$ cat config.mk
export PLATFORM = sky130hd
export DESIGN_NAME = ex_muldiv_seq
export DESIGN_NICKNAME = d
export VERILOG_FILES = /design/src/rtl/ex_muldiv_seq.sv
export SDC_FILE = /design/constraint.sdc
export NUM_CORES = 1
export LEC_CHECK = 0
export BUFFER_PORTS_ARGS = -buffer_cell sky130_fd_sc_hd__buf_2
export CAP_MARGIN = 20
export CORE_MARGIN = 2
export CORE_UTILIZATION = 38
export CTS_CLUSTER_DIAMETER = 40
export DETAILED_ROUTE_END_ITERATION = 12
export SYNTH_ARGS = -nofsm -noshare
export SYNTH_HDL_FRONTEND = slang
export SYNTH_SLANG_ARGS = --single-unit
$ cat constraint.sdc
create_clock -name iClk -period 9.05 [get_ports iClk]
set_clock_uncertainty 0.15 [all_clocks]
set_input_delay 0.905 -clock iClk [delete_from_list [all_inputs] [get_ports iClk]]
set_output_delay 0.905 -clock iClk [all_outputs]
set_load 0.005 [all_outputs]
$ cat src/rtl/ex_muldiv_seq.sv
// Iterative RV32M multiply/divide sequencer for the EX stage: radix-2 shift-add multiply,
// restoring divide, with a one-cycle fast path for divide-by-zero and signed overflow.
module ex_muldiv_seq #(
    parameter int unsigned XLEN       = 32,
    parameter int unsigned REG_ADDR_W = 5
) (
    input  logic                  iClk,
    input  logic                  iRst,
    input  logic                  iStart,
    input  logic [2:0]            iFunc3,
    input  logic [XLEN-1:0]       iA,
    input  logic [XLEN-1:0]       iB,
    input  logic [REG_ADDR_W-1:0] iRdAddr,
    input  logic                  iFlush,
    input  logic                  iHold,
    output logic                  oStall,
    output logic                  oBusy,
    output logic                  oDone,
    output logic [XLEN-1:0]       oResult,
    output logic [REG_ADDR_W-1:0] oRdAddr
);

    localparam int unsigned CntW = $clog2(XLEN);
    localparam logic [XLEN-1:0] MinInt = {1'b1, {(XLEN-1){1'b0}}};

    typedef enum logic [1:0] {StIdle, StCalc, StFixup, StDone} stateT;

    stateT              state;
    logic [CntW-1:0]    cnt;
    logic [2:0]         func3;
    logic               sign;
    logic [XLEN-1:0]    mcand;   // multiplicand magnitude, or divisor magnitude
    logic [2*XLEN-1:0]  prod;
    logic [XLEN-1:0]    quot;
    logic [XLEN-1:0]    rem;

    logic               isDivIn, signedA, signedB, signA, signB, bZero, overflow, fastPath;
    logic               startSign;
    logic [XLEN-1:0]    magA, magB, fastResult;

    logic [XLEN:0]      addSum, shifted, trial;
    logic [2*XLEN-1:0]  prodNext, prodFix;
    logic [XLEN-1:0]    quotFix, remFix, fixResult;

    assign oStall = iStart & (state != StDone);

    // Operand decode for the accept cycle
    always_comb begin
        isDivIn    = iFunc3[2];
        signedA    = (iFunc3 == 3'd1) || (iFunc3 == 3'd2) || (iFunc3 == 3'd4) || (iFunc3 == 3'd6);
        signedB    = (iFunc3 == 3'd1) || (iFunc3 == 3'd4) || (iFunc3 == 3'd6);
        signA      = signedA & iA[XLEN-1];
        signB      = signedB & iB[XLEN-1];
        magA       = signA ? -iA : iA;
        magB       = signB ? -iB : iB;
        bZero      = (iB == '0);
        overflow   = isDivIn && !iFunc3[0] && (iA == MinInt) && (&iB);
        fastPath   = isDivIn && (bZero || overflow);
        startSign  = (isDivIn && iFunc3[1]) ? signA : (signA ^ signB);
        fastResult = '0;
        if (bZero) fastResult = iFunc3[1] ? iA : '1;
        else       fastResult = iFunc3[1] ? '0 : MinInt;
    end

    // One iteration of each datapath plus the final sign fixup
    always_comb begin
        addSum    = prod[0] ? ({1'b0, prod[2*XLEN-1:XLEN]} + {1'b0, mcand})
                            : {1'b0, prod[2*XLEN-1:XLEN]};
        prodNext  = {addSum, prod[XLEN-1:1]};
        shifted   = {rem, quot[XLEN-1]};
        trial     = shifted - {1'b0, mcand};
        prodFix   = sign ? -prod : prod;
        quotFix   = sign ? -quot : quot;
        remFix    = sign ? -rem : rem;
        fixResult = '0;
        if (func3[2])            fixResult = func3[1] ? remFix : quotFix;
        else if (func3 == 3'd0)  fixResult = prodFix[XLEN-1:0];
        else                     fixResult = prodFix[2*XLEN-1:XLEN];
    end

    always_ff @(posedge iClk or posedge iRst) begin
        if (iRst) begin
            state   <= StIdle;
            cnt     <= '0;
            func3   <= '0;
            sign    <= 1'b0;
            mcand   <= '0;
            prod    <= '0;
            quot    <= '0;
            rem     <= '0;
            oBusy   <= 1'b0;
            oDone   <= 1'b0;
            oResult <= '0;
            oRdAddr <= '0;
        end else if (iFlush) begin
            state <= StIdle;
            cnt   <= '0;
            oBusy <= 1'b0;
            oDone <= 1'b0;
        end else begin
            unique case (state)
                StIdle: begin
                    if (iStart) begin
                        func3   <= iFunc3;
                        oRdAddr <= iRdAddr;
                        sign    <= startSign;
                        cnt     <= '0;
                        oBusy   <= 1'b1;
                        if (isDivIn) begin
                            mcand <= magB;
                            quot  <= magA;
                            rem   <= '0;
                        end else begin
                            mcand <= magA;
                            prod  <= {{XLEN{1'b0}}, magB};
                        end
                        if (fastPath) begin
                            oResult <= fastResult;
                            oDone   <= 1'b1;
                            state   <= StDone;
                        end else begin
                            state <= StCalc;
                        end
                    end
                end
                StCalc: begin
                    cnt <= cnt + 1'b1;
                    if (func3[2]) begin
                        if (!trial[XLEN]) begin
                            rem  <= trial[XLEN-1:0];
                            quot <= {quot[XLEN-2:0], 1'b1};
                        end else begin
                            rem  <= shifted[XLEN-1:0];
                            quot <= {quot[XLEN-2:0], 1'b0};
                        end
                    end else begin
                        prod <= prodNext;
                    end
                    if (cnt == CntW'(XLEN-1)) state <= StFixup;
                end
                StFixup: begin
                    oResult <= fixResult;
                    oDone   <= 1'b1;
                    state   <= StDone;
                end
                StDone: begin
                    if (!iHold) begin
                        oDone <= 1'b0;
                        oBusy <= 1'b0;
                        state <= StIdle;
                    end
                end
                default: state <= StIdle;
            endcase
        end
    end

endmodule

==> metrics <==
outcome=finished clean; Routability Congestion=0.953; Slew headroom=0.184; Post-synth EDFFs=0; Cell variety after synth=82; syn nets=2,460; commonest non-fill, non-tap cell in the layout=o21ai_0; drt total wl=67.0 mm; most frequent cells in the layout=o21ai_0, nand2_1, dfrtp_1, a21oi_1, nor2_1; Final Hold Viols=0; DIE AREA=0.0492 mm²; layout cells sized above 1=0.116; CP arrival=4650 ps; fin crit share=0.480; Power Density=327 mW/mm²; Final min period=4350 ps; ANT nets after route=0; Seq/Total Area, Yosys=0.292; clk buf depth=3; Initial Utilization=0.386; Crit. End Element=flip-flop; Die W=222 µm; largest family of logic cells by synthesized area=compound AO/OA/AOI/OAI gates; FF-to-FF path depth=9; # DRC=0; unrepaired setup endpoints after global routing=false; Mapped Cells=2,305; total CTS buffers=42; Final Util=0.440; Synth area leaders=dfrtp_1, o21ai_0, xnor2_1; pin count of the biggest net entering global routing=114; synthesized area per cell=7.82 µm²; hold_buf cts=0; simple-gate share of the synthesized area=0.190; setup TNS=0 ps; CTS H-tree depth=2; fin nets=2,504; CTS tree=built; # diodes=0; multiplexer area fraction after synthesis=0.0353; max-slew violations=0; HPWL after DPL=50.5 mm; Total GRT Usage=0.269; Final Setup Violations=0; Pwr Total=6720 µW; core area=0.0467 mm²; Synth Warn #=0; xor and xnor area share after synthesis=0.111; Routed WL per cell=22.4 µm; crit start category=input port; IO Count=117; number of antenna violations at the first check in global routing=0; Yosys top cell area share=0.292; vias per inst=6.06; clock sink count=210; worst setup margin=4700 ps; leading area contributor after synthesis=dfrtp_1; Max FO, Critical Path=62; Fmax=230 MHz; grt ovf=0; Placed Instance Area=0.0190 mm²; hold crit path type=input port to asynchronous set/reset pin; worst vdd ir=0.177 mV; global-route wire length before repair=104 mm; Clk Tree Root Cell=clkbuf_16; Post-Syn Area=0.0180 mm²; Clock Latency Late Sink=570 ps; post-CTS resize count=0; static leakage=0.00868 µW; Yosys reg bits=210; setup bufs post-CTS=0; # rows=79; post-route cell area=0.0205 mm²; top_reg_cell synth=dfrtp_1; Die Ht=222 µm; category of the most critical setup path=input port to flip-flop; async set or reset register ratio after synthesis=1.00; total number of vias=18,107; Adder-Cell Fraction of Synth Area=0.0550; vias in the first global route=17,398; dpl ws=4160 ps; Synth Area in Compound Gates=0.270; Initial DRT Pass Iterations=6; clock-pin transition on the worst setup and hold timing paths=50 ps; Req. time, crit path=9350 ps; detailed router's first-iteration violation count=1,725; number of buffers added on ports=116; Slew @ Worst Pin=1210 ps; Layout area overhead=13.9%; Max Cap Viol=0
## worst max-delay path: stages
cell and delay [ps]:
buf_2 120, inv_1 60, ha_1 150, or3b_2 510, nor4_4 210, nand3b_1 370
or4b_1 690, nor2_1 180, nor2_1 60, o21ai_1 210, nor3b_4 200, buf_4 540
o21ai_0 220, o22a_1 200
## cells in the mapped netlist, types with 15 or more instances
master,number
or3_1,17
nand2b_1,25
or4_1,20
nor4_1,17
mux2i_1,49
o31ai_1,38
o41ai_1,28
nor2b_1,24
o22ai_1,23
xor2_1,103
buf_1,15
nand2_1,242
o21ai_0,287
a22oi_1,32
a21o_1,38
clkbuf_1,113
dfrtp_1,210
xnor2_1,125
inv_1,79
a31oi_1,34
nor3_1,66
nand3_1,37
a21oi_1,201
ha_1,76
nor2_1,181
## layer usage
metal / track usage / routed length [µm] / vias to the layer above
met5: 0 / 0 / -
met4: 0.140 / 3410 / 0
met3: 0.0406 / 4860 / 142
met2: 0.415 / 29400 / 760
met1: 0.364 / 29300 / 8742
li1: - / - / 8463
## state kept, by name, summed over array words and instances, names as in the netlist
name	flops
state	2
mcand	32
oResult	32
cnt	5
prod	64
oBusy	1
rem	32
oRdAddr	5
oDone	1
quot	32
sign	1
func3	3
## final cells by class
class	count	area, µm²
sequential	210	5260
inverter	82	315
clock inverter	24	307
multi-input combinational	1874	11900
clock buffer	52	1180
tap	607	759
fill	4697	26100
timing repair buffer	139	761
## final timing paths
path,from,end,slack [ps]
worst max-delay path,iA[0],oResult[31]$_DFFE_PP0P_,4700
worst min-delay path,iRst,quot[11]$_DFFE_PP0P_,330
worst max register to register,state[0]$_DFFE_PP0P_,quot[0]$_DFFE_PP0P_,4800
worst min register to register,oRdAddr[0]$_DFFE_PP0P_,oRdAddr[0]$_DFFE_PP0P_,350
max in group asynchronous,iRst,rem[21]$_DFFE_PP0P_,7130
min in group iClk,oRdAddr[0]$_DFFE_PP0P_,oRdAddr[0]$_DFFE_PP0P_,350
## cells by family (layout without fill, tap and decap cells)
family,Yosys count,after routing
AOI/OAI and AO/OA,795,795
and+or+nand+nor,712,712
xor gates and xnor gates,228,228
buffers and inverters,221,297
DFF,210,210
adders and majority gates,78,78
muxes,61,61
## power breakdown
part           switching (µW)  internal, µW
clock                     561          1100
sequential                610          1280
combinational            1940          1230
## through the flow
step                      instances  hold WS [ps]
final                          2988           329
after global routing           2988           373
after CTS                      2987           349
after detailed placement       2911           337
after global placement         2911           331
after floorplan                2305           328
Power figures use the tool's default switching activity.
